--- src/rtl/mips_pkg.sv ---
// Shared MIPS core definitions: ALU opcodes, word width and the multiplier state encoding.
package mips_pkg;

   localparam int WORD_W = 32;

   localparam logic [1:0] ALU_ADD = 2'b00;
   localparam logic [1:0] ALU_AND = 2'b01;
   localparam logic [1:0] ALU_OR  = 2'b10;
   localparam logic [1:0] ALU_SUB = 2'b11;

   typedef enum logic [1:0] {
      IDLE,
      COMPUTE,
      DONE
   } mult_state_t;

endpackage

--- src/rtl/alu_mult_seq.sv ---
// Shift-and-add multiplier controller that borrows the shared ALU for its additions.
// Optional signed MULT support is compiled in with SIGNED_MULT_EN.
module alu_mult_seq
   import mips_pkg::*;
#(
   parameter int WIDTH = WORD_W,
   parameter int CNT_W = 5
) (
   input  logic             clk,
   input  logic             reset,
   input  logic             start,
   input  logic [WIDTH-1:0] a,
   input  logic [WIDTH-1:0] b,
`ifdef SIGNED_MULT_EN
   input  logic             is_signed,
`endif
   output logic             busy,
   output logic             done,
   output logic [WIDTH-1:0] hi,
   output logic [WIDTH-1:0] lo,
   output logic [WIDTH-1:0] alu_r1,
   output logic [WIDTH-1:0] alu_r2,
   output logic [1:0]       alu_op,
   input  logic [WIDTH-1:0] alu_result
);

   mult_state_t          state;
   logic [CNT_W-1:0]     counter;
   logic [WIDTH-1:0]     mcand;
   logic                 carry;
   logic [2*WIDTH-1:0]   stepProd;
   logic [2*WIDTH-1:0]   finalProd;
   logic [WIDTH-1:0]     opA;
   logic [WIDTH-1:0]     opB;
   logic                 lastStep;

`ifdef SIGNED_MULT_EN
   logic                 neg;
`endif

   // The ALU is only ours during COMPUTE; otherwise it sees quiet zero operands.
   always_comb begin
      alu_op = ALU_ADD;
      alu_r1 = '0;
      alu_r2 = '0;
      if (state == COMPUTE) begin
         alu_r1 = hi;
         alu_r2 = mcand;
      end
   end

   // One shift-and-add iteration; the ALU drops its carry-out, so we recover it
   // from the unsigned wrap-around of the sum.
   always_comb begin
      carry    = (alu_result < hi);
      stepProd = {1'b0, hi, lo[WIDTH-1:1]};
      if (lo[0]) begin
         stepProd = {carry, alu_result, lo[WIDTH-1:1]};
      end
   end

   assign lastStep = (counter == CNT_W'(WIDTH - 1));

`ifdef SIGNED_MULT_EN
   // Operands become magnitudes; the sign is reapplied on the final iteration.
   always_comb begin
      opA = a;
      opB = b;
      if (is_signed) begin
         opA = a[WIDTH-1] ? -a : a;
         opB = b[WIDTH-1] ? -b : b;
      end
      finalProd = neg ? -stepProd : stepProd;
   end
`else
   always_comb begin
      opA       = a;
      opB       = b;
      finalProd = stepProd;
   end
`endif

   // Controller FSM with registered busy/done; lo doubles as the multiplier shift register.
   always_ff @(posedge clk) begin
      if (reset) begin
         state   <= IDLE;
         busy    <= 1'b0;
         done    <= 1'b0;
         hi      <= '0;
         lo      <= '0;
         counter <= '0;
         mcand   <= '0;
`ifdef SIGNED_MULT_EN
         neg     <= 1'b0;
`endif
      end else begin
         done <= 1'b0;
         case (state)
            IDLE: begin
               busy <= 1'b0;
               if (start) begin
                  mcand   <= opA;
                  lo      <= opB;
                  hi      <= '0;
                  counter <= '0;
                  busy    <= 1'b1;
                  state   <= COMPUTE;
`ifdef SIGNED_MULT_EN
                  neg     <= is_signed & (a[WIDTH-1] ^ b[WIDTH-1]);
`endif
               end
            end
            COMPUTE: begin
               busy    <= 1'b1;
               counter <= counter + 1'b1;
               if (lastStep) begin
                  {hi, lo} <= finalProd;
                  done     <= 1'b1;
                  state    <= DONE;
               end else begin
                  {hi, lo} <= stepProd;
               end
            end
            DONE: begin
               busy  <= 1'b0;
               state <= IDLE;
            end
            default: begin
               busy  <= 1'b0;
               state <= IDLE;
            end
         endcase
      end
   end

endmodule
--- config.mk ---
export PLATFORM = sky130hd
export DESIGN_NAME = alu_mult_seq
export DESIGN_NICKNAME = d
export VERILOG_FILES = /design/src/rtl/mips_pkg.sv /design/src/rtl/alu_mult_seq.sv
export SDC_FILE = /design/constraint.sdc
export NUM_CORES = 1
export LEC_CHECK = 0
export CAP_MARGIN = 0
export CORE_MARGIN = 2
export CORE_UTILIZATION = 40
export CTS_CLUSTER_DIAMETER = 100
export DETAILED_ROUTE_END_ITERATION = 16
export HOLD_SLACK_MARGIN = 0.12
export PLACE_DENSITY_LB_ADDON = 0.3
export RECOVER_POWER = 25
export SYNTH_ARGS = -nofsm -noshare
export SYNTH_HDL_FRONTEND = slang
export SYNTH_SLANG_ARGS = --single-unit
export TNS_END_PERCENT = 100
--- constraint.sdc ---
create_clock -name clk -period 2.9 [get_ports clk]
set_clock_uncertainty 0.1 [all_clocks]
set_input_delay 0.58 -clock clk [delete_from_list [all_inputs] [get_ports clk]]
set_output_delay 0.58 -clock clk [all_outputs]
set_load 0.005 [all_outputs]
==> flow_summary.ini <==
[grt]
grt_usage_pct = 21.2
grt_pass1_vias = 5139
grt_pass1_wl_um = 25200
grt_max_degree = 71
grt_overflow = 0
grt_antenna_before_repair = 0

[clock_tree]
clock_latency_ps = 350
postCtsSetupBuffers = 0
clk_pin_slew_ps = 70
cts_sinks = 105
clockBufferDepth = 2
root_buffer = clkbuf_16
cts_hold_buffers = 0
cts_resized = 0
htree_levels = 3
cts_buffers = 9
cts_tree = done

[place]
dpl.cell_count = 1081
io_buffers = 228
dpl.hpwl_um = 11000
gp_congestion = 0.821

[setup_path]
cp-start-kind = flop
end_kind = primary output
cp_num_buf_inv = 1
critPathLaunch = lo[0]
r2r-start = lo[0]
required_ps = 2220
r2r-end = hi[0]
cp_slowest_stage_delay_ps = 1010
arrival_ps = 2040
crit_fanout = 19
slowest_stage = dfxtp_1
ff2ff_path_depth = 5
criticalPathCategory = reg -> out
path_delay_family = flip-flops
rrSetupSlack_ps = 390
path_cells = clkdlybuf4s50_1

[floorplan]
core.rowCount = 42
coreArea_um2 = 13200
die_area_um2 = 14500
initial_core_util_pct = 41.1
ios = 231
fp.dieH_um = 121
fp.dieW_um = 121

[layout]
drive_gt1_share_pct = 3.80
final_nets = 1048
area_growth_pct = 49.2
antenna_cells = 0
finalNonFillerCells = 1097

[yosys]
yosys-top-cells-count = nand2_1 (140), nor2_1 (135), dfxtp_1 (105)
yosysWarningCount = 0
synth_top_cell_by_area = dfxtp_1
ys_ff_latch = 105
seq_area_frac_synth_pct = 38.6
syn_avg_cell_area_um2 = 7.55
syn_area_um2 = 5440
synth.most_common_cell = nand2_1
async_flop_share_pct = 0
yosys-top-cells-area = dfxtp_1 (39%), nand2_1 (9.7%), nor2_1 (9.3%)
synth.distinct_cells = 35
synth_ff_type = dfxtp_1
synth_top_area_share_pct = 38.6
synth_edf_count = 0
synthCells = 720

[timing]
max_freq_mhz = 368
holdWs_ps = 349
rsz0062_at_grt = false
fin_setup_tns_ps = 0
worstMarginPinSlew_ps = 1500
min_period_ps = 2720
hold_violations = 0
setup_viol = 0
maxSlewViolCount = 0
relSlewSlack_pct = 0.00190
timing.final.crit_share_pct = 93.6

[worst_hold_path]
min_path_type = reg -> reg
holdCritStartpoint = mcand[31]
hold-path-cell-count = 2
holdPathEnd = mcand[31]

[run]
drv_cap = 1

[run_status]
violations = max-capacitance violations
status = finished, violations left

[power]
ir_drop_uv = 282
cellLeakagePower_nw = 3.01
p_per_area_nw_per_um2 = 435

[drt]
wl_um = 15800
vias = 5508
wl_per_cell_um = 14.4
via_per_inst = 5.02
route.detailed.drc = 0
ant_nets = 0
drt_first_pass_iters = 4
drtIter0Drc = 323
==> placed cells by master (no fill, tap or decap), drive strengths merged, types with 2 or more instances in the layout <==
master           n
a211oi           2
nor3b            3
o21a             3
nor4             2
clkbuf          15
nand3            5
dfxtp          105
o21ai            4
clkinv           3
mux2i           31
a31oi           31
inv             32
a21oi           52
conb             2
nor2b            2
nand4            4
nand2          140
and2            34
ha              33
dlygate4sd3     20
nor2           135
nand2b           3
clkdlybuf4s50  207
a311oi          32
buf             10
==> tightest hold or removal path, cell delays in order, from the launching register on <==
cell	delay, ps
dfxtp_1	310
nand2_1	50
a21oi_1	50
==> flip-flops by register name, indices dropped and copies added, names as in the netlist <==
register	flops
lo	32
counter	5
busy	1
mcand	32
state	2
hi	32
done	1
==> through the flow <==
| step | total power [mW] | area (um2) | setup slack [ps] | util (%) |
|---|---|---|---|---|
| after CTS | 3.57 | 8130 | 218 | 61.4 |
| after global placement | 2.36 | 7840 | 519 | 59.2 |
| after global routing | 3.70 | 8120 | 110 | 61.3 |
| final | 3.53 | 8120 | 185 | 61.3 |
| after detailed placement | 2.37 | 7840 | 430 | 59.2 |
| after floorplan | 1.99 | 5440 | 1040 | - |
==> how the worst max path moves through the flow <==
stage	end	slack [ps]	cells after the start
after floorplan	alu_r1[0]	1040	4
after global placement	hi[31]	520	7
after detailed placement	hi[31]	430	6
after CTS	alu_r2[18]	220	4
after global routing	lo[0]	110	1
final	lo[0]	180	1
==> power by group <==
| part | switching (mW) | internal, mW | leakage (nW) |
|---|---|---|---|
| clock | 0.577 | 0.635 | 0.142 |
| sequential | 0.0673 | 1.53 | 0.859 |
| combinational | 0.344 | 0.383 | 2.01 |
==> cell families (layout without fill, tap and decap cells) <==
logic type | after synthesis | count (layout) | synth area share, %
AOI/OAI and AO/OA | 130 | 130 | 15.6
adders and majority gates | 33 | 33 | 7.59
buffers and inverters | 88 | 288 | 6.72
DFF | 105 | 105 | 38.6
muxes | 31 | 31 | 5.71
other | 1 | 2 | 0.0689
and+or+nand+nor | 332 | 332 | 25.6
==> routing by layer <==
layer / vias up / track usage, % / part of all wire (%)
met3: 18 / 5.28 / 6.4
met5: - / 0 / 0
met1: 2517 / 27.1 / 45
li1: 2820 / - / -
met4: 0 / 7.41 / 1.8
met2: 153 / 34.6 / 46
==> cell type report <==
cell class	count	area, um2
fillers	1214	5130
multi-input cells	528	2990
repair buffers	241	2390
flip-flops and latches	105	2100
clock buffers	11	253
well taps	176	220
inverters	31	116
clock inverters	5	38.8
Note: power is estimated with default switching activity, not from simulation.
